===== src/rtl/conv_pkg.sv =====
// Shared definitions for the 3x3 RGB888 convolution MAC.
// State encoding, channel slices and default widths.
package conv_pkg;

  typedef enum logic [1:0] {
    S_IDLE  = 2'd0,
    S_MAC   = 2'd1,
    S_NORM  = 2'd2,
    S_WRITE = 2'd3
  } state_e;

  localparam int DATA_W_D = 24;
  localparam int COEF_W_D = 8;
  localparam int ACC_W_D  = 20;
  localparam int SHIFT_D  = 4;
  localparam int ADDR_W_D = 17;
  localparam int DEPTH_D  = 130560;

  localparam int TAPS     = 9;
  localparam int LAST_TAP = 8;
  localparam int NCH      = 3;

  localparam int CH_W     = 8;
  localparam int CH_B_LSB = 0;
  localparam int CH_G_LSB = 8;
  localparam int CH_R_LSB = 16;

endpackage


===== src/rtl/conv_mac_lane.sv =====
// One colour channel: signed multiply-accumulate over the taps,
// then arithmetic shift and clamp to an unsigned 8-bit result.
module conv_mac_lane
  import conv_pkg::*;
#(
  parameter int COEF_W = COEF_W_D,
  parameter int ACC_W  = ACC_W_D,
  parameter int SHIFT  = SHIFT_D
) (
  input  logic                     iClk,
  input  logic                     iRst,
  input  logic                     iEn,
  input  logic                     iClr,
  input  logic                     iAcc,
  input  logic                     iNorm,
  input  logic [CH_W-1:0]          iPix,
  input  logic signed [COEF_W-1:0] iCoef,
  output logic [CH_W-1:0]          oRes
);

  localparam int PW = COEF_W + CH_W + 1;

  logic signed [PW-1:0]    prod;
  logic signed [ACC_W-1:0] prod_x;
  logic signed [ACC_W-1:0] acc_q, acc_d;
  logic signed [ACC_W-1:0] sh;
  logic [CH_W-1:0]         res_q, res_d;

  assign prod   = $signed({1'b0, iPix}) * iCoef;
  assign prod_x = {{(ACC_W-PW){prod[PW-1]}}, prod};
  assign sh     = acc_q >>> SHIFT;

  // Next accumulator value: clear on accept, add one tap per MAC cycle.
  always_comb begin
    acc_d = acc_q;
    if (iClr)
      acc_d = '0;
    else if (iAcc)
      acc_d = acc_q + prod_x;
  end

  // Floor-shifted accumulator clamped to the 0..255 range.
  always_comb begin
    res_d = res_q;
    if (iNorm) begin
      if (sh[ACC_W-1])
        res_d = '0;
      else if (|sh[ACC_W-2:CH_W])
        res_d = '1;
      else
        res_d = sh[CH_W-1:0];
    end
  end

  // Accumulator and result registers; frozen while iEn is low.
  always_ff @(posedge iClk or negedge iRst) begin
    if (!iRst) begin
      acc_q <= '0;
      res_q <= '0;
    end else if (iEn) begin
      acc_q <= acc_d;
      res_q <= res_d;
    end
  end

  assign oRes = res_q;

endmodule


===== src/rtl/conv3x3_mac_rgb888.sv =====
// 3x3 RGB888 convolution: latches a window, runs 9 serial MAC
// taps per channel, normalises, and writes one pixel to BRAM.
module conv3x3_mac_rgb888
  import conv_pkg::*;
#(
  parameter int DATA_W = DATA_W_D,
  parameter int COEF_W = COEF_W_D,
  parameter int ACC_W  = ACC_W_D,
  parameter int SHIFT  = SHIFT_D,
  parameter int ADDR_W = ADDR_W_D,
  parameter int DEPTH  = DEPTH_D
) (
  input  logic                     iClk,
  input  logic                     iRst,
  input  logic                     iEn,
  input  logic                     iValid,
  input  logic [DATA_W-1:0]        iPix0,
  input  logic [DATA_W-1:0]        iPix1,
  input  logic [DATA_W-1:0]        iPix2,
  input  logic [DATA_W-1:0]        iPix3,
  input  logic [DATA_W-1:0]        iPix4,
  input  logic [DATA_W-1:0]        iPix5,
  input  logic [DATA_W-1:0]        iPix6,
  input  logic [DATA_W-1:0]        iPix7,
  input  logic [DATA_W-1:0]        iPix8,
  input  logic [9*COEF_W-1:0]      iCoef,
  output logic                     oBusy,
  output logic                     oValid,
  output logic                     oWe,
  output logic [DATA_W-1:0]        oPixel,
  output logic [ADDR_W-1:0]        oAddr,
  output logic                     oDone
);

  localparam logic [ADDR_W-1:0] LAST_ADDR = ADDR_W'(DEPTH - 1);

  state_e              state_q;
  logic [3:0]          tap_q;
  logic [DATA_W-1:0]   pix_q [TAPS];
  logic [9*COEF_W-1:0] coef_q;
  logic [ADDR_W-1:0]   cnt_q;
  logic                valid_q;
  logic                done_q;
  logic [DATA_W-1:0]   pixel_q;
  logic [ADDR_W-1:0]   addr_q;

  logic [DATA_W-1:0]        cur_pix;
  logic signed [COEF_W-1:0] cur_coef;
  logic [CH_W-1:0]          res [NCH];
  logic                     accept;
  logic [DATA_W-1:0]        win [TAPS];

  assign win[0] = iPix0;
  assign win[1] = iPix1;
  assign win[2] = iPix2;
  assign win[3] = iPix3;
  assign win[4] = iPix4;
  assign win[5] = iPix5;
  assign win[6] = iPix6;
  assign win[7] = iPix7;
  assign win[8] = iPix8;

  assign accept = (state_q == S_IDLE) && iValid;

  // Select the pixel and coefficient for the current tap.
  always_comb begin
    cur_pix  = '0;
    cur_coef = '0;
    for (int k = 0; k < TAPS; k++) begin
      if (tap_q == 4'(k)) begin
        cur_pix  = pix_q[k];
        cur_coef = coef_q[k*COEF_W +: COEF_W];
      end
    end
  end

  for (genvar g = 0; g < NCH; g++) begin : g_lane
    conv_mac_lane #(
      .COEF_W (COEF_W),
      .ACC_W  (ACC_W),
      .SHIFT  (SHIFT)
    ) u_lane (
      .iClk   (iClk),
      .iRst   (iRst),
      .iEn    (iEn),
      .iClr   (accept),
      .iAcc   (state_q == S_MAC),
      .iNorm  (state_q == S_NORM),
      .iPix   (cur_pix[g*CH_W +: CH_W]),
      .iCoef  (cur_coef),
      .oRes   (res[g])
    );
  end

  // Control FSM with registered strobes, address and pixel.
  always_ff @(posedge iClk or negedge iRst) begin
    if (!iRst) begin
      state_q <= S_IDLE;
      tap_q   <= '0;
      coef_q  <= '0;
      cnt_q   <= '0;
      valid_q <= 1'b0;
      done_q  <= 1'b0;
      pixel_q <= '0;
      addr_q  <= '0;
      for (int k = 0; k < TAPS; k++)
        pix_q[k] <= '0;
    end else if (!iEn) begin
      valid_q <= 1'b0;
      done_q  <= 1'b0;
    end else begin
      valid_q <= 1'b0;
      done_q  <= 1'b0;
      unique case (state_q)
        S_IDLE: begin
          if (iValid) begin
            for (int k = 0; k < TAPS; k++)
              pix_q[k] <= win[k];
            coef_q  <= iCoef;
            tap_q   <= '0;
            state_q <= S_MAC;
          end
        end
        S_MAC: begin
          tap_q <= tap_q + 4'd1;
          if (tap_q == 4'(LAST_TAP))
            state_q <= S_NORM;
        end
        S_NORM: begin
          state_q <= S_WRITE;
        end
        S_WRITE: begin
          valid_q <= 1'b1;
          pixel_q <= DATA_W'({res[2], res[1], res[0]});
          addr_q  <= cnt_q;
          done_q  <= (cnt_q == LAST_ADDR);
          cnt_q   <= (cnt_q == LAST_ADDR) ? '0 : cnt_q + 1'b1;
          state_q <= S_IDLE;
        end
        default: state_q <= S_IDLE;
      endcase
    end
  end

  assign oBusy  = (state_q != S_IDLE);
  assign oValid = valid_q;
  assign oWe    = valid_q;
  assign oDone  = done_q;
  assign oPixel = pixel_q;
  assign oAddr  = addr_q;

endmodule

===== config.mk =====
export PLATFORM = sky130hd
export DESIGN_NAME = conv3x3_mac_rgb888
export DESIGN_NICKNAME = d
export VERILOG_FILES = /design/src/rtl/conv_pkg.sv /design/src/rtl/conv_mac_lane.sv /design/src/rtl/conv3x3_mac_rgb888.sv
export SDC_FILE = /design/constraint.sdc
export NUM_CORES = 1
export LEC_CHECK = 0
export CELL_PAD_IN_SITES_DETAIL_PLACEMENT = 1
export CELL_PAD_IN_SITES_GLOBAL_PLACEMENT = 2
export CORE_MARGIN = 4
export CORE_UTILIZATION = 38
export CTS_CLUSTER_SIZE = 12
export DETAILED_ROUTE_END_ITERATION = 6
export HOLD_SLACK_MARGIN = 0.02
export PLACE_DENSITY_LB_ADDON = 0.1
export SLEW_MARGIN = 5
export SYNTH_ARGS = -nofsm -noshare
export SYNTH_HDL_FRONTEND = slang
export SYNTH_SLANG_ARGS = --single-unit

===== constraint.sdc =====
create_clock -name iClk -period 7 [get_ports iClk]
set_input_delay 1.4 -clock iClk [delete_from_list [all_inputs] [get_ports iClk]]
set_output_delay 1.4 -clock iClk [all_outputs]
set_load 0.005 [all_outputs]

==> results of run 1 <==
[final timing paths]
| check | end | start | slack [ns] | cells after the start |
|---|---|---|---|---|
| max | g_lane[1].u_lane.acc_q[17] | tap_q[1] | 0.30 | 24 |
| min | oPixel[17] | g_lane[2].u_lane.oRes[1] | 0.47 | 2 |
| max reg2reg | g_lane[1].u_lane.acc_q[17] | tap_q[1] | 0.30 | 24 |
| min reg2reg | oPixel[17] | g_lane[2].u_lane.oRes[1] | 0.47 | 2 |
| max in group asynchronous | pix_q[128] | iRst | 4.69 | 2 |
| min in group asynchronous | oValid | iRst | 0.79 | 1 |
[worst max-delay path, cell delays in order (launching register included)]
cell and delay [ns]:
sky130_fd_sc_hd__dfrtp_2 0.46, sky130_fd_sc_hd__inv_1 0.16, sky130_fd_sc_hd__ha_4 0.26, sky130_fd_sc_hd__nor2b_2 0.10, sky130_fd_sc_hd__buf_4 0.14, sky130_fd_sc_hd__a221oi_1 0.42
sky130_fd_sc_hd__nor3_2 0.13, sky130_fd_sc_hd__a21oi_1 0.35, sky130_fd_sc_hd__o221ai_1 0.26, sky130_fd_sc_hd__o221ai_2 0.15, sky130_fd_sc_hd__nand2_1 0.12, sky130_fd_sc_hd__fa_1 0.47
sky130_fd_sc_hd__fa_1 0.49, sky130_fd_sc_hd__inv_1 0.05, sky130_fd_sc_hd__fa_1 0.52, sky130_fd_sc_hd__fa_1 0.44, sky130_fd_sc_hd__fa_1 0.39, sky130_fd_sc_hd__ha_1 0.37
sky130_fd_sc_hd__o21a_1 0.20, sky130_fd_sc_hd__o21ai_0 0.27, sky130_fd_sc_hd__a211oi_2 0.09, sky130_fd_sc_hd__o22ai_2 0.20, sky130_fd_sc_hd__o21ai_0 0.15, sky130_fd_sc_hd__xnor2_1 0.14
sky130_fd_sc_hd__o21ai_0 0.18
[final cells by class]
cell class | instances | share of cell area [%]
multi-input cells | 1774 | 45.2
clock buffers | 77 | 4.47
well taps | 959 | 3.45
repair buffers | 432 | 12.2
diodes | 11 | 0.0791
clock inverters | 18 | 0.651
inverters | 220 | 2.39
flip-flops and latches | 438 | 31.5
[kinds of logic (layout without fill, tap and decap cells)]
logic type,count (synthesis),count (layout)
AOI/OAI and AO/OA,413,413
xor gates and xnor gates,59,59
adders and majority gates,342,342
buffers and inverters,356,747
DFF,438,438
muxes,313,313
other,0,11
and+or+nand+nor,646,647
[sequential cells by signal, summed over array words and instances, names as in the netlist]
name / cells
pix_q: 216
coef_q: 72
g_lane.u_lane.acc_q: 60
g_lane.u_lane.oRes: 24
oPixel: 24
cnt_q: 17
oAddr: 17
tap_q: 4
state_q: 2
oDone: 1
oValid: 1
[layout by cell type, fill, tap and decap left out, types with 8 or more instances in the layout]
cell / n
sky130_fd_sc_hd__o221a_2: 12
sky130_fd_sc_hd__a221oi_1: 9
sky130_fd_sc_hd__nand2_1: 320
sky130_fd_sc_hd__ha_1: 185
sky130_fd_sc_hd__a21oi_1: 105
sky130_fd_sc_hd__clkbuf_16: 53
sky130_fd_sc_hd__o221a_4: 10
sky130_fd_sc_hd__fa_1: 153
sky130_fd_sc_hd__nand2b_1: 23
sky130_fd_sc_hd__o221ai_1: 18
sky130_fd_sc_hd__clkinv_2: 10
sky130_fd_sc_hd__nor2_1: 161
sky130_fd_sc_hd__nor2b_1: 19
sky130_fd_sc_hd__xnor2_1: 36
sky130_fd_sc_hd__mux2_2: 289
sky130_fd_sc_hd__o21a_1: 9
sky130_fd_sc_hd__or2_1: 8
sky130_fd_sc_hd__dfrtp_1: 437
sky130_fd_sc_hd__nand3_1: 8
sky130_fd_sc_hd__o221ai_2: 32
sky130_fd_sc_hd__and3b_1: 18
sky130_fd_sc_hd__and2_1: 11
sky130_fd_sc_hd__mux2i_1: 21
sky130_fd_sc_hd__a22oi_1: 18
sky130_fd_sc_hd__nor3_1: 20
sky130_fd_sc_hd__nand2_2: 22
sky130_fd_sc_hd__diode_2: 11
sky130_fd_sc_hd__a211o_1: 9
sky130_fd_sc_hd__xor2_1: 20
sky130_fd_sc_hd__buf_4: 80
sky130_fd_sc_hd__clkbuf_8: 14
sky130_fd_sc_hd__a22o_1: 15
sky130_fd_sc_hd__buf_12: 12
sky130_fd_sc_hd__o21ai_1: 31
sky130_fd_sc_hd__and3_1: 10
sky130_fd_sc_hd__o31ai_1: 31
sky130_fd_sc_hd__o21ai_0: 48
sky130_fd_sc_hd__clkdlybuf4s50_1: 335
sky130_fd_sc_hd__inv_1: 217
sky130_fd_sc_hd__clkbuf_1: 10
[power groups by stage]
stage          sequential [W]  combinational [W]  clock [W]
2_1_floorplan         0.00419            0.00890          0
3_3_place_gp          0.00455             0.0124          0
3_5_place_dp          0.00460             0.0128          0
4_1_cts               0.00456             0.0129    0.00290
5_1_grt               0.00469             0.0148    0.00300
6_report              0.00457             0.0131    0.00280
[timing repair]
action / 4_1_cts / 5_1_grt
endpoints found under the hold margin: 0 / 0
setup endpoints to repair: 3 / 24
pin swaps: 0 / 2
resized for setup: 3 / 42
buffers inserted: 0 / 23
gates cloned: 0 / 1
[routing by layer]
metal  share of wire [%]  track usage (%)
met5                0.27                0
met4                 2.6             6.66
met3                 5.5             5.77
met2                  49             39.5
met1                  43             30.5
[through the flow]
stage | utilization [%] | power [W] | setup WS, ns
floorplan | - | 0.0131 | 0.947
global placement | 44.6 | 0.0170 | 0.101
detailed placement | 44.6 | 0.0174 | 0.0493
CTS | 47.1 | 0.0204 | 0.00459
global route | 47.6 | 0.0225 | -0.0523
finish | 47.7 | 0.0205 | 0.304
==> summary.txt, run 1 <==
Cell taking the most area after synthesis: sky130_fd_sc_hd__dfrtp_1
Post-route insts no fill: 3929
Final wirelength: 92300 um
Clock sink count: 438
Total setup violations reported at the end of the flow: 0
Number of buffers added by the clock tree synthesis step: 52
Count of state elements after synthesis: 438
DIE AREA: 78100 um^2
Nets@finish: 3552
Main combinational cell family by area after synthesis: adder cells
Worst vdd ir: 0.340 mV
Pin count of the biggest net entering global routing: 134
Share of post-route cells with drive strength above 1: 20.1%
Type of destination of the critical path: flop
Count of boundary I/O pins: 337
Overall track demand over capacity in global routing: 23.5%
Kind of path behind the tightest hold check: reg2reg
Adder-Cell Fraction of Synth Area: 19.4%
Layout-stage area growth over the synthesis result: 24.2%
Post-synthesis mux area share: 12.5%
Worst Clk Skew: 0.0672 ns
H-tree depth: 2
Main flop type after synthesis: sky130_fd_sc_hd__dfrtp_1
Fin crit share: 95.7%
Number of DRC markers after the initial detailed-route iteration: 962
Fin. max-slew vios: 0
Average routed wire per standard cell: 23.5 um
DRC Markers: 0
Number of synthesized flops with an enable pin: 0
Gr ovfl total: 0
DR vias: 20500
Shortest clock period the worst path allows after layout: 6.70 ns
Combinational cell fraction of total power: 64.0%
# port buffers: 336
Leak: 16.2 nW
Synthesized instance count: 2567
Cell area after synthesis: 28000 um^2
Sequential Area: 11000 um^2
Critical Path AT: 7.16 ns
Final non-filler cell area: 34800 um^2
Startpoint-to-endpoint class of the critical path: reg2reg
Average instance area after synthesis: 10.9 um^2
Setup total negative slack: 0 ns
Global placement routability congestion: 0.853
Maximum fanout encountered on the critical timing path: 7
Synth top cells by count: sky130_fd_sc_hd__dfrtp_1 (438), sky130_fd_sc_hd__nand2_1 (322), sky130_fd_sc_hd__mux2_2 (289)
Required @ worst endpoint: 7.47 ns
Cell Count Post-Placement: 3799
Clk Tree Root Cell: sky130_fd_sc_hd__clkbuf_16
Area share of the leading cell type in the synthesized netlist: 39.1%
Vertical die dimension: 279 um
Proportion of power drawn by the clock network: 13.7%
Number of distinct library cells after synthesis: 70
Reg clk slew, reported paths: 0.06 ns
Number of antenna violations at the first check in global routing: 31
Sw frac: 45.9%
Cell-internal power: 0.0111 W
Transition time at the pin with the least slew margin: 1.17 ns
Via/cell ratio: 5.22
Instance area at placement: 32500 um^2
Clock latency on the worst-skew pair: 0.63 ns
Multi-input gate area: 15700 um^2
Xor/xnor cell area share of the yosys netlist: 1.93%
Filler instances: 7820
Synth top area cells: sky130_fd_sc_hd__dfrtp_1 (39%), sky130_fd_sc_hd__mux2_2 (12%), sky130_fd_sc_hd__fa_1 (11%)
CTS max path bufs: 3
Area fraction in and, or, nand and nor cells after synthesis: 10.2%
Row count: 99
Total count of hold-check failures in the final report: 0
Portion of the post-synthesis area used by sequential elements: 39.1%
PD cells: 589 nW/um^2
Initial Util: 38.4%
Most common cell in the netlist: sky130_fd_sc_hd__dfrtp_1
Count of yosys warnings during synthesis: 0
Switching power: 0.00942 W
Clock tree from TritonCTS: built
Hold buffer count at CTS: 0
Relative slew slack: 21.8%
Kind of start point of the critical path: flop
Result of the run: completed
Hold_ws: 0.465 ns
Async set-reset flop share out of synthesis: 100%
Number of nets in the synthesized netlist: 3201
Routed Antenna Nets: 0
Number of global-route vias before repair: 22800
# Max-Cap Violations: 0
Width of the chip: 279 um
Wire length of the first global-routing pass: 141000 um
Maximum achievable frequency: 0.149 GHz
Compound-gate portion of the synthesized area: 11.1%
Sequential share of power: 22.3%
Post-DP HPWL: 71800 um
Total iterations of the first detailed-routing run: 5
Core area: 73000 um^2
Power figures use the tool's default switching activity.
==> run 2: changes to the inputs <==
Settings changed: CORE_UTILIZATION 38 to 34.
Clock period 7 ns to 5.4 ns, I/O delays scaled along.
==> summary.txt, run 2 (same netlist as run 1, synthesis figures left out) <==
Result of the run: finished with violations
Failing checks: negative setup slack
Worst Clk Skew: 0.0454 ns (-0.0218 ns)
Post-DP HPWL: 76000 um (+6.0%)
DR vias: 21900 (+6.8%)
Required @ worst endpoint: 5.83 ns (-1.64 ns)
# Max-Cap Violations: 0 (unchanged)
CTS max path bufs: 3 (unchanged)
Number of global-route vias before repair: 25200 (+10%)
Global Route met1 Usage: 27.7% (-2.8 points)
Gr ovfl total: 0 (unchanged)
Filler instances: 8567 (+9.6%)
Total count of hold-check failures in the final report: 0 (unchanged)
Relative slew slack: 33.6% (+12 points)
Vertical die dimension: 295 um (+5.6%)
Kind of start point of the critical path: flop
Critical path's slowest cell: sky130_fd_sc_hd__fa_1
Layout-stage area growth over the synthesis result: 40.9%
Reg clk slew, reported paths: 0.06 ns (about the same)
Width of the chip: 295 um (+5.6%)
Sequential Area: 11000 um^2 (about the same)
Fin crit share: 117% (+21 points)
Critical Path AT: 6.73 ns (-0.43 ns)
Multi-input gate area: 17300 um^2 (+10%)
Maximum fanout encountered on the critical timing path: 7 (unchanged)
Clk Tree Root Cell: sky130_fd_sc_hd__clkbuf_16
Initial Util: 34.5% (-3.8 points)
Via/cell ratio: 5.07 (-3.0%)
# port buffers: 336 (unchanged)
DRC Markers: 0 (unchanged)
Worst slack after detailed placement: -1.12 ns (-1.17 ns)
DIE AREA: 87000 um^2 (+11%)
Clock tree from TritonCTS: built
Shortest clock period the worst path allows after layout: 6.30 ns (-0.399 ns)
H-tree depth: 2 (unchanged)
Number of antenna violations at the first check in global routing: 26 (-16%)
Share of post-route cells with drive strength above 1: 33.7% (+14 points)
Total setup violations reported at the end of the flow: 42 (+42)
Overall track demand over capacity in global routing: 22.8% (-0.68 points)
Maximum achievable frequency: 0.159 GHz (+6.3%)
Wire length of the first global-routing pass: 152000 um (+7.7%)
Clock sink count: 438 (unchanged)
Kind of path behind the tightest hold check: in2async
Met2 Use GR: 41.4% (+1.9 points)
Met3 usage in global routing: 4.72% (-1.0 points)
Registers with the most flip-flops: pix_q (216), coef_q (72), g_lane.u_lane.acc_q (60)
Fin. max-slew vios: 0 (unchanged)
Max FFs per register: 216 (unchanged)
Final wirelength: 99200 um (+7.4%)
Nets@finish: 3842 (+8.2%)
Type of destination of the critical path: flop
Setup repair after global routing missed its margin: yes
Min setup slack post-route: -0.897 ns (-1.20 ns)
Count of boundary I/O pins: 337 (unchanged)
Global placement routability congestion: 0.837 (-1.9%)
Average routed wire per standard cell: 22.9 um (-2.4%)
Row count: 104 (+5.1%)
Startpoint-to-endpoint class of the critical path: reg2reg
Core area: 81100 um^2 (+11%)
Number of DRC markers after the initial detailed-route iteration: 989 (+2.8%)
Transition time at the pin with the least slew margin: 0.996 ns (-0.177 ns)
Clock latency on the worst-skew pair: 0.62 ns (about the same)
Number of buffers added by the clock tree synthesis step: 54 (+3.8%)
Routed Antenna Nets: 0 (unchanged)
Grt peak-use layer: met2
CP most frequent cell: sky130_fd_sc_hd__buf_4
Delay of the slowest cell on the worst path: 0.58 ns (+0.06 ns)
Pin count of the biggest net entering global routing: 119 (-11%)
Leading cell type in the layout, fill and taps excluded: sky130_fd_sc_hd__dfrtp_1
Biggest register: pix_q
Most used cells in the layout excluding fill and tap cells: sky130_fd_sc_hd__dfrtp_1 (436), sky130_fd_sc_hd__clkdlybuf4s50_1 (335), sky130_fd_sc_hd__nand2_1 (306)
Total iterations of the first detailed-routing run: 5 (unchanged)
[run 2: repair_timing]
item                       4_1_cts  5_1_grt
gates resized for setup        223       93
buffers inserted                56       34
pin swaps                       56       62
setup endpoints to repair       44       45
gates cloned                     5        1
hold buffers                     0        0
[run 2: final timing paths]
kind	slack (ns)	endpoint	from	depth (start not counted)
max in group asynchronous	3.71	pix_q[133]	iRst	2
worst min register to register	0.47	oPixel[22]	oPixel[22]	2
min in group iClk	0.47	oPixel[22]	oPixel[22]	2
worst max-delay path	-0.90	g_lane[0].u_lane.acc_q[13]	tap_q[0]	29
worst min-delay path	0.46	cnt_q[14]	iRst	1
worst max register to register	-0.90	g_lane[0].u_lane.acc_q[13]	tap_q[0]	29
[run 2: layer usage]
metal / vias to the layer above / part of all wire, %
met2: 395 / 52
met4: 28 / 2.6
met3: 162 / 4.8
met5: - / 0.20
li1: 10100 / -
met1: 11200 / 41
[run 2: cell type report]
type | instances | share of cell area (%)
diodes | 13 | 0.0825
flip-flops and latches | 438 | 27.8
multi-input cells | 1773 | 43.9
clock inverters | 22 | 0.914
inverters | 220 | 2.12
repair buffers | 721 | 17.8
well taps | 1060 | 3.36
clock buffers | 78 | 4.09
[run 2: critical path: cells and delay by family (launching register included)]
kind	cells	cell delay, ns
adder cells (fa/ha/maj)	7	2.64
buffers and inverters	10	1.45
AO/OA/AOI/OAI	8	1.14
flip-flops	1	0.43
AND/OR/NAND/NOR	3	0.30
XOR/XNOR	1	0.15
[run 2: stage by stage]
stage	instance area [um^2]	hold WS, ns	utilization, %	setup TNS [ns]	instances
finish	39400	0.464	48.7	-28.92	4325
floorplan	28500	0.439	-	-5.14	2567
CTS	38700	0.479	47.7	-26.83	4278
detailed placement	34900	0.464	43.1	-34.64	4120
global route	39400	0.498	48.6	-39.00	4314
global placement	34900	0.458	43.1	-30.31	4120
Power of run 2 is left out: the tool's default activity adds up to more than one toggle a clock period on the data nets, which glitch-free logic cannot reach.
==> run 3: changes to the inputs <==
Settings changed: ABC_AREA set to 1, CORE_MARGIN 4 to not set, CORE_UTILIZATION 34 to 30.
==> summary.txt, run 3 <==
Result of the run: finished with violations
Failing checks: negative setup slack
Leading cell type in the layout, fill and taps excluded: sky130_fd_sc_hd__nand2_1
Filler instances: 11000 (+29%)
Total count of hold-check failures in the final report: 0 (unchanged)
Post-DP HPWL: 82900 um (+9.0%)
Uppermost layer routed: met5
Max FFs per register: 216 (unchanged)
Worst Clk Skew: 0.0604 ns (+0.0150 ns)
Core area: 93300 um^2 (+15%)
Number of DRC markers after the initial detailed-route iteration: 1207 (+22%)
Startpoint-to-endpoint class of the critical path: reg2reg
Multi-input gate area: 16500 um^2 (-4.6%)
Number of nets in the synthesized netlist: 4213 (+32%)
Most common cell in the netlist: sky130_fd_sc_hd__nand2_1
Number of synthesized flops with an enable pin: 0 (unchanged)
CP most frequent cell: sky130_fd_sc_hd__fa_2
CTS max path bufs: 3 (unchanged)
Relative slew slack: 33.0% (-0.61 points)
Sequential Area: 11000 um^2 (unchanged)
Count of yosys warnings during synthesis: 0 (unchanged)
Portion of the post-synthesis area used by sequential elements: 38.8% (-0.33 points)
Total iterations of the first detailed-routing run: 5 (unchanged)
Cell taking the most area after synthesis: sky130_fd_sc_hd__dfrtp_1
Clock tree from TritonCTS: built
DR vias: 25300 (+16%)
Maximum fanout encountered on the critical timing path: 7 (unchanged)
Critical Path AT: 6.83 ns (+0.10 ns)
Final wirelength: 109000 um (+9.8%)
Main flop type after synthesis: sky130_fd_sc_hd__dfrtp_1
Width of the chip: 309 um (+4.7%)
DIE AREA: 95400 um^2 (+9.6%)
DRC Markers: 0 (unchanged)
Clock latency on the worst-skew pair: 0.65 ns (+0.03 ns)
Fin crit share: 117% (+0.73 points)
Count of state elements after synthesis: 438 (unchanged)
Average instance area after synthesis: 7.89 um^2 (-28%)
WL met2: 49900 um (-2.9%)
Kind of path behind the tightest hold check: in2async
Via/cell ratio: 4.63 (-8.7%)
Number of buffers added by the clock tree synthesis step: 55 (+1.9%)
Clk Tree Root Cell: sky130_fd_sc_hd__clkbuf_16
Number of global-route vias before repair: 27100 (+7.4%)
Synth top area cells: sky130_fd_sc_hd__dfrtp_1 (39%), sky130_fd_sc_hd__nand2_1 (17%), sky130_fd_sc_hd__fa_1 (11%)
Fin. max-slew vios: 0 (unchanged)
Setup repair after global routing missed its margin: yes
Average routed wire per standard cell: 19.9 um (-13%)
Count of boundary I/O pins: 337 (unchanged)
Routed Antenna Nets: 0 (unchanged)
Reg clk slew, reported paths: 0.06 ns (about the same)
Number of distinct library cells after synthesis: 40 (-43%)
Registers with the most flip-flops: pix_q (216), coef_q (72), g_lane.u_lane.acc_q (60)
Global placement routability congestion: 0.836 (-0.13%)
Number of antenna repair diodes: 0 (-13)
Total setup violations reported at the end of the flow: 45 (+7.1%)
Async set-reset flop share out of synthesis: 100% (unchanged)
Overall track demand over capacity in global routing: 22.9% (+0.080 points)
Delay of the slowest cell on the worst path: 0.56 ns (-0.02 ns)
Routed length on met1: 52600 um (+31%)
Row count: 112 (+7.7%)
Initial Util: 30.3% (-4.3 points)
Biggest register: pix_q
Min setup slack post-route: -0.936 ns (-0.0393 ns)
Synth top cells by count: sky130_fd_sc_hd__nand2_1 (1243), sky130_fd_sc_hd__inv_1 (494), sky130_fd_sc_hd__dfrtp_1 (438)
Vertical die dimension: 309 um (+4.7%)
Cell area after synthesis: 28200 um^2 (+0.85%)
Kind of start point of the critical path: flop
Layout-stage area growth over the synthesis result: 40.8% (about the same)
Synthesized instance count: 3579 (+39%)
Gr ovfl total: 0 (unchanged)
Met3 WL post-DR: 3820 um (-20%)
Share of post-route cells with drive strength above 1: 20.1% (-14 points)
Most used cells in the layout excluding fill and tap cells: sky130_fd_sc_hd__nand2_1 (1135), sky130_fd_sc_hd__inv_1 (455), sky130_fd_sc_hd__dfrtp_1 (436)
H-tree depth: 2 (unchanged)
Transition time at the pin with the least slew margin: 1.01 ns (+0.00921 ns)
Type of destination of the critical path: flop
Critical path's slowest cell: sky130_fd_sc_hd__fa_2
Shortest clock period the worst path allows after layout: 6.34 ns (+0.0393 ns)
Number of antenna violations at the first check in global routing: 1 (-96%)
Nets@finish: 4810 (+25%)
Pin count of the biggest net entering global routing: 188 (+58%)
# Max-Cap Violations: 0 (unchanged)
Worst slack after detailed placement: -1.23 ns (-0.102 ns)
Required @ worst endpoint: 5.89 ns (+0.06 ns)
Maximum achievable frequency: 0.158 GHz (-0.62%)
Clock sink count: 438 (unchanged)
Area share of the leading cell type in the synthesized netlist: 38.8% (-0.33 points)
# port buffers: 336 (unchanged)
Wire length of the first global-routing pass: 166000 um (+8.9%)
## run 3: changes by cell type in the layout (fill, tap and decap cells not counted), moves of 29 or more
| cell | previous run | this run |
|---|---|---|
| sky130_fd_sc_hd__o211ai_1 | 3 | 53 |
| sky130_fd_sc_hd__inv_2 | 11 | 40 |
| sky130_fd_sc_hd__o22ai_1 | 2 | 31 |
| sky130_fd_sc_hd__nand3_1 | 8 | 97 |
| sky130_fd_sc_hd__nand2_1 | 306 | 1135 |
| sky130_fd_sc_hd__o21ai_0 | 16 | 206 |
| sky130_fd_sc_hd__inv_1 | 205 | 455 |
| sky130_fd_sc_hd__nand3_2 | 0 | 37 |
| sky130_fd_sc_hd__mux2_2 | 289 | 0 |
| sky130_fd_sc_hd__nand2_2 | 28 | 84 |
## run 3: what timing repair did
item / 4_1_cts / 5_1_grt
setup endpoints to repair: 46 / 45
resized for setup: 217 / 251
gates cloned: 3 / 5
pin swaps: 135 / 182
hold buffers: 0 / 0
setup buffers: 32 / 36
## run 3: kinds of logic (layout without fill, tap and decap cells)
| kind of cell | Yosys count | after routing | share of synthesized area (%) |
|---|---|---|---|
| compound gates | 498 | 498 | 9.94 |
| xor+xnor | 13 | 13 | 0.403 |
| fa+ha+maj | 342 | 342 | 19.2 |
| buf+inv | 655 | 1298 | 8.93 |
| flops | 438 | 438 | 38.8 |
| simple gates | 1633 | 1633 | 22.7 |
## run 3: area by class of cell
class                      count  area share [%]
sequential                   438            27.6
multi-input combinational   2486            41.5
clock inverter                28            1.16
timing repair buffer         687            16.9
inverter                     507            4.91
clock buffer                  75            3.95
timing repair inverter         1          0.0126
tap                         1254            3.95
## run 3: path summary, 6_finish.rpt
path / startpoint / endpoint / slack (ns) / depth (start not counted)
max: tap_q[0] / g_lane[1].u_lane.acc_q[12] / -0.94 / 33
min: iRst / cnt_q[4] / 0.44 / 1
max reg2reg: tap_q[0] / g_lane[1].u_lane.acc_q[12] / -0.94 / 33
min reg2reg: pix_q[108] / pix_q[108] / 0.47 / 2
max in group asynchronous: iRst / pix_q[80] / 3.64 / 2
min in group iClk: pix_q[108] / pix_q[108] / 0.47 / 2
## run 3: routing by layer
metal,track usage [%],vias to the layer above
met2,36.6,464
met4,6.05,2
li1,-,12400
met5,0,-
met3,2.68,113
met1,32.7,12400
## run 3: metrics by stage
stage | util (%) | hold WS, ns | instance area (um^2) | instances | TNS (ns)
final | 42.6 | 0.445 | 39800 | 5476 | -28.65
after global routing | 42.6 | 0.466 | 39800 | 5476 | -37.86
after CTS | 41.3 | 0.437 | 38600 | 5444 | -27.27
after detailed placement | 37.9 | 0.455 | 35400 | 5307 | -38.12
after global placement | 37.9 | 0.450 | 35400 | 5307 | -35.78
after floorplan | - | 0.437 | 28600 | 3579 | -3.14
## run 3: worst max-delay path, delay by kind of cell (launching register included)
kind,cells,cell delay [ns]
buffers and inverters,9,0.82
AO/OA/AOI/OAI,8,1.31
flip-flops,1,0.43
AND/OR/NAND/NOR,9,0.76
adder cells (fa/ha/maj),7,2.83
Power of run 3 is left out for the same reason.
